**src/rtl/csa_accum.sv**
```systemverilog
// Carry-save packet accumulator: operands are absorbed into a redundant sum/carry pair in one
// cycle each, and the final pair is resolved by a CHUNK-wide ripple adder over N cycles.
module csa_accum #(
    parameter int WIDTH = 8,
    parameter int ACC_W = 16,
    parameter int CHUNK = 4
) (
    input  logic             clk,
    input  logic             rst_n,
    input  logic             in_valid,
    output logic             in_ready,
    input  logic [WIDTH-1:0] in_data,
    input  logic             in_last,
    output logic             out_valid,
    input  logic             out_ready,
    output logic [ACC_W-1:0] out_data,
    output logic             out_ovf
);

    localparam int N  = ACC_W / CHUNK;
    localparam int KW = (N > 1) ? $clog2(N) : 1;
    localparam logic [KW-1:0] K_LAST = KW'(N - 1);

    typedef enum logic [1:0] {
        ST_ACCUM   = 2'd0,
        ST_RESOLVE = 2'd1,
        ST_DONE    = 2'd2
    } state_t;

    state_t           state_q, state_d;
    logic [ACC_W-1:0] s_q, s_d;
    logic [ACC_W-1:0] c_q, c_d;
    logic [ACC_W-1:0] r_q, r_d;
    logic             ovf_q, ovf_d;
    logic             cy_q, cy_d;
    logic [KW-1:0]    k_q, k_d;

    logic [ACC_W-1:0] x_s;
    logic [ACC_W-1:0] maj_s;
    logic [CHUNK:0]   slice_sum_s;

    function automatic logic [ACC_W-1:0] maj3(input logic [ACC_W-1:0] a,
                                              input logic [ACC_W-1:0] b,
                                              input logic [ACC_W-1:0] c);
        return (a & b) | (a & c) | (b & c);
    endfunction

    // State and datapath registers
    always_ff @(posedge clk or negedge rst_n) begin
        if (!rst_n) begin
            state_q <= ST_ACCUM;
            s_q     <= '0;
            c_q     <= '0;
            r_q     <= '0;
            ovf_q   <= 1'b0;
            cy_q    <= 1'b0;
            k_q     <= '0;
        end else begin
            state_q <= state_d;
            s_q     <= s_d;
            c_q     <= c_d;
            r_q     <= r_d;
            ovf_q   <= ovf_d;
            cy_q    <= cy_d;
            k_q     <= k_d;
        end
    end

    // Next-state decode
    always_comb begin
        state_d = state_q;
        case (state_q)
            ST_ACCUM: begin
                if (in_valid && in_last) begin
                    state_d = ST_RESOLVE;
                end else begin
                    state_d = ST_ACCUM;
                end
            end
            ST_RESOLVE: begin
                if (k_q == K_LAST) begin
                    state_d = ST_DONE;
                end else begin
                    state_d = ST_RESOLVE;
                end
            end
            ST_DONE: begin
                if (out_ready) begin
                    state_d = ST_ACCUM;
                end else begin
                    state_d = ST_DONE;
                end
            end
            default: state_d = ST_ACCUM;
        endcase
    end

    // Carry-save absorption and sliced carry resolution
    always_comb begin
        x_s         = ACC_W'(in_data);
        maj_s       = maj3(s_q, c_q, x_s);
        slice_sum_s = {1'b0, s_q[int'(k_q)*CHUNK +: CHUNK]}
                    + {1'b0, c_q[int'(k_q)*CHUNK +: CHUNK]}
                    + (CHUNK+1)'(cy_q);
        s_d   = s_q;
        c_d   = c_q;
        r_d   = r_q;
        ovf_d = ovf_q;
        cy_d  = cy_q;
        k_d   = k_q;
        case (state_q)
            ST_ACCUM: begin
                if (in_valid) begin
                    s_d   = s_q ^ c_q ^ x_s;
                    c_d   = maj_s << 1;
                    // The majority bit shifted off the top is a lost 2^ACC_W weight.
                    ovf_d = ovf_q | maj_s[ACC_W-1];
                    cy_d  = 1'b0;
                    k_d   = '0;
                end else begin
                    s_d = s_q;
                end
            end
            ST_RESOLVE: begin
                r_d[int'(k_q)*CHUNK +: CHUNK] = slice_sum_s[CHUNK-1:0];
                cy_d = slice_sum_s[CHUNK];
                if (k_q == K_LAST) begin
                    ovf_d = ovf_q | slice_sum_s[CHUNK];
                    k_d   = '0;
                end else begin
                    k_d = k_q + KW'(1);
                end
            end
            ST_DONE: begin
                if (out_ready) begin
                    s_d   = '0;
                    c_d   = '0;
                    r_d   = '0;
                    ovf_d = 1'b0;
                    cy_d  = 1'b0;
                    k_d   = '0;
                end else begin
                    r_d = r_q;
                end
            end
            default: begin
                s_d   = '0;
                c_d   = '0;
                r_d   = '0;
                ovf_d = 1'b0;
                cy_d  = 1'b0;
                k_d   = '0;
            end
        endcase
    end

    // Output decode straight from registered state
    always_comb begin
        in_ready  = (state_q == ST_ACCUM);
        out_valid = (state_q == ST_DONE);
        if (state_q == ST_DONE) begin
            out_data = r_q;
            out_ovf  = ovf_q;
        end else begin
            out_data = '0;
            out_ovf  = 1'b0;
        end
    end

endmodule
```
**config.mk**
```make
export PLATFORM = sky130hd
export DESIGN_NAME = csa_accum
export DESIGN_NICKNAME = d
export VERILOG_FILES = /design/src/rtl/csa_accum.sv
export SDC_FILE = /design/constraint.sdc
export NUM_CORES = 1
export LEC_CHECK = 0
export ABC_AREA = 1
export ABC_CLOCK_PERIOD_IN_PS = 2900
export CAP_MARGIN = 20
export CORE_MARGIN = 2
export CORE_UTILIZATION = 30
export DETAILED_ROUTE_END_ITERATION = 16
export HOLD_SLACK_MARGIN = 0.1
export PLACE_DENSITY = 0.49
export SLEW_MARGIN = 40
export SYNTH_ARGS = -nofsm -noshare
export SYNTH_HDL_FRONTEND = slang
export SYNTH_SLANG_ARGS = --single-unit
```
**constraint.sdc**
```tcl
create_clock -name clk -period 2.9 [get_ports clk]
set_input_delay 0.435 -clock clk [delete_from_list [all_inputs] [get_ports clk]]
set_output_delay 0.435 -clock clk [all_outputs]
set_load 0.01 [all_outputs]
```
==> impl_metrics.env <==
export IMPL_die_y_um=104
export IMPL_grt_pass1_vias=2426
export IMPL_grtUsageTotal=0.143
export IMPL_ant_nets=0
export IMPL_antenna_found_initial=0
export IMPL_crit_fanout=17
export IMPL_nets=426
export IMPL_report_final_setup_viol=0
export IMPL_hpwl_um=5510
export IMPL_dp_cells=514
export IMPL_fin_worst_skew_ns=0.00552
export IMPL_postCtsSetupRepairBufs=0
export IMPL_crit_required_ns=2.47
export IMPL_clk_latency_ns=0.30
export IMPL_die_x_um=104
export IMPL_p_int_uw=1780
export IMPL_finalCriticalPeriod_ns=2.61
export IMPL_fin_setup_tns_ns=0
export IMPL_syn_inst=361
export IMPL_grt_pass1_wl_um=12600
export IMPL_pre_cts_ws_ns=0.410
export IMPL_maxUsedRoutingLayer="met4"
export IMPL_p_leak_uw=0.00174
export IMPL_wl_per_cell_um=14.3
export IMPL_die_area_um2=10900
export IMPL_gp_congestion=0.942
export IMPL_ioPinCount=32
export IMPL_final_hold_violation_count=0
export IMPL_worst_slack_ns=0.288
export IMPL_min_path_type="in -> async"
export IMPL_cts_root_buf="clkbuf_8"
export IMPL_drc_errors=0
export IMPL_critical_path_class="reg -> out"
export IMPL_fin_cells=522
export IMPL_cts_hold_buf=0
export IMPL_max_slew_worst_pin_slew_ns=0.784
export IMPL_power_frac_seq=0.330
export IMPL_cts_resized=0
export IMPL_rows=36
export IMPL_outcome="finished clean"
export IMPL_cts_buffer_depth=2
export IMPL_clock_sinks=53
export IMPL_grt_overflow=0
export IMPL_maxCapViolations=0
export IMPL_vias_per_cell=4.82
export IMPL_path_clk_slew_ns=0.10
export IMPL_grt_max_degree=35
export IMPL_clockPowerShare=0.160
export IMPL_initial_core_util=0.309
export IMPL_synthesis_nets=399
export IMPL_tritoncts_num_buffers=5
export IMPL_drive_above_1_share=0.0643
export IMPL_rsz0062_at_grt="false"
export IMPL_netlist_area_um2=3020
export IMPL_syn_area_per_cell_um2=8.36
export IMPL_port_buffers=31
export IMPL_cellPowerDensity_nw_per_um2=933
export IMPL_peakVddDrop_mv=0.354
export IMPL_end_kind="output port"
export IMPL_slew_viol_final=0
export IMPL_swShare=0.468
export IMPL_whs_ns=0.137
export IMPL_ys_warn_count=0
export IMPL_wl_met2_um=3510
export IMPL_syn_to_final_growth_pct=18.6
export IMPL_maxSlewHeadroom=0.475
export IMPL_yosysSeqAreaShare=0.439
export IMPL_cpMaxStageDelayCell="clkdlybuf4s50_1"
export IMPL_drt_iter0_markers=118
export IMPL_max_stage_delay_ns=0.56
export IMPL_wl_met3_um=271
export IMPL_arrival_ns=2.18
export IMPL_timing_final_crit_share=0.901
export IMPL_antenna_cells=0
export IMPL_drt_met1_wl_um=3600
export IMPL_synth_cell_types=25
export IMPL_core_area_um2=9770
export IMPL_synth_seq_cells=53
export IMPL_max_freq_mhz=383
export IMPL_dr_pass1_iters=4
export IMPL_h_tree_depth=2
export IMPL_n_fill_cell=1052
export IMPL_p_sw_uw=1560
export IMPL_routed_wl_um=7440
export IMPL_via_count=2514
export IMPL_cts_tree="done"
export IMPL_critical_path_cell_chain="inv_2, nor2_4, clkinv_1, nor2_1, clkdlybuf4s50_1"
export IMPL_comb_power_share=0.510
export IMPL_cp_start_kind="flip-flop"
[cell usage after synthesis]
master,instances,area share
a21oi_1,12,0.020
buf_2,6,0.0099
buf_6,3,0.011
clkbuf_1,9,0.011
clkinv_1,2,0.0025
dfrtp_1,53,0.44
fa_1,9,0.060
ha_1,16,0.066
inv_1,30,0.037
inv_2,2,0.0025
nand2_1,57,0.071
nand2_2,1,0.0021
nand3_1,42,0.070
nand3b_1,1,0.0025
nand4_1,4,0.0083
nor2_1,41,0.051
nor2_2,2,0.0041
nor2_4,2,0.0075
nor3_1,1,0.0017
o21ai_0,49,0.081
o21ai_1,6,0.0099
o21ai_4,1,0.0054
o22ai_1,10,0.021
o31ai_1,1,0.0025
xnor2_1,1,0.0029
[final timing paths]
path | start | end | slack, ns | depth (start not counted)
hold / removal | rst_n | r_q[0]$_DFFE_PN0P_ | 0.14 | 1
hold reg to reg | r_q[7]$_DFFE_PN0P_ | r_q[7]$_DFFE_PN0P_ | 0.49 | 2
max in group asynchronous | rst_n | c_q[11]$_DFFE_PN0P_ | 2.19 | 2
setup reg to reg | k_q[1]$_DFFE_PN0P_ | r_q[13]$_DFFE_PN0P_ | 0.39 | 9
setup / recovery | state_q[1]$_DFF_PN0_ | out_ovf | 0.29 | 5
min in group clk | r_q[7]$_DFFE_PN0P_ | r_q[7]$_DFFE_PN0P_ | 0.49 | 2
[placed cells by master, fill, tap and decap left out, types with 2 or more instances in the layout]
cell type / count
a21oi_1: 12
buf_4: 6
clkbuf_8: 6
clkdlybuf4s50_1: 30
clkinv_1: 2
dfrtp_1: 53
fa_1: 9
ha_1: 16
inv_1: 30
inv_2: 2
nand2_1: 57
nand3_1: 42
nand4_1: 4
nor2_1: 40
nor2_2: 3
nor2_4: 2
o21ai_0: 49
o21ai_1: 6
o22ai_1: 10
[final cells by class]
| type | count | area [um2] | share of cell area |
|---|---|---|---|
| multi-input combinational | 256 | 1470 | 0.411 |
| sequential | 53 | 1330 | 0.370 |
| timing repair buffer | 38 | 370 | 0.103 |
| tap | 133 | 166 | 0.0465 |
| inverter | 34 | 128 | 0.0356 |
| clock buffer | 6 | 82.6 | 0.0231 |
| clock inverter | 2 | 37.5 | 0.0105 |
[metal layers]
metal  up-vias  global-route usage
met5         -                   0
met4         0              0.0338
met3         4              0.0219
met2        44               0.231
met1      1216               0.201
li1       1250                   -
[through the flow]
stage / instance area [um2] / util / total power [uW]
global route: 3580 / 0.366 / 3660
detailed placement: 3460 / 0.354 / 2830
finish: 3580 / 0.366 / 3340
global placement: 3460 / 0.354 / 2830
CTS: 3580 / 0.366 / 3380
floorplan: 3020 / - / 2310
[critical path: cells and delay by family (launching register included)]
kind,cells,cell delay [ns]
buffers and inverters,3,1.03
DFF,1,0.48
and+or+nand+nor,2,0.36
[cells by family (layout without fill, tap and decap cells)]
| family | after synthesis | count (layout) | synth area share |
|---|---|---|---|
| fa+ha+maj | 25 | 25 | 0.126 |
| compound gates | 79 | 79 | 0.140 |
| xor+xnor | 1 | 1 | 0.00290 |
| simple gates | 151 | 151 | 0.218 |
| buf+inv | 52 | 80 | 0.0746 |
| flops | 53 | 53 | 0.439 |
[flip-flops by register name, summed over array words and instances (netlist names)]
signal,flops
state_q,2
c_q,15
s_q,16
ovf_q,1
k_q,2
r_q,16
cy_q,1
[power groups by stage]
stage / clock (uW) / combinational (uW) / sequential, uW
2_1_floorplan: 0 / 1250 / 1060
3_3_place_gp: 0 / 1710 / 1120
3_5_place_dp: 0 / 1710 / 1120
4_1_cts: 552 / 1720 / 1110
5_1_grt: 579 / 1950 / 1140
6_report: 534 / 1700 / 1100
Power figures use the tool's default switching activity.
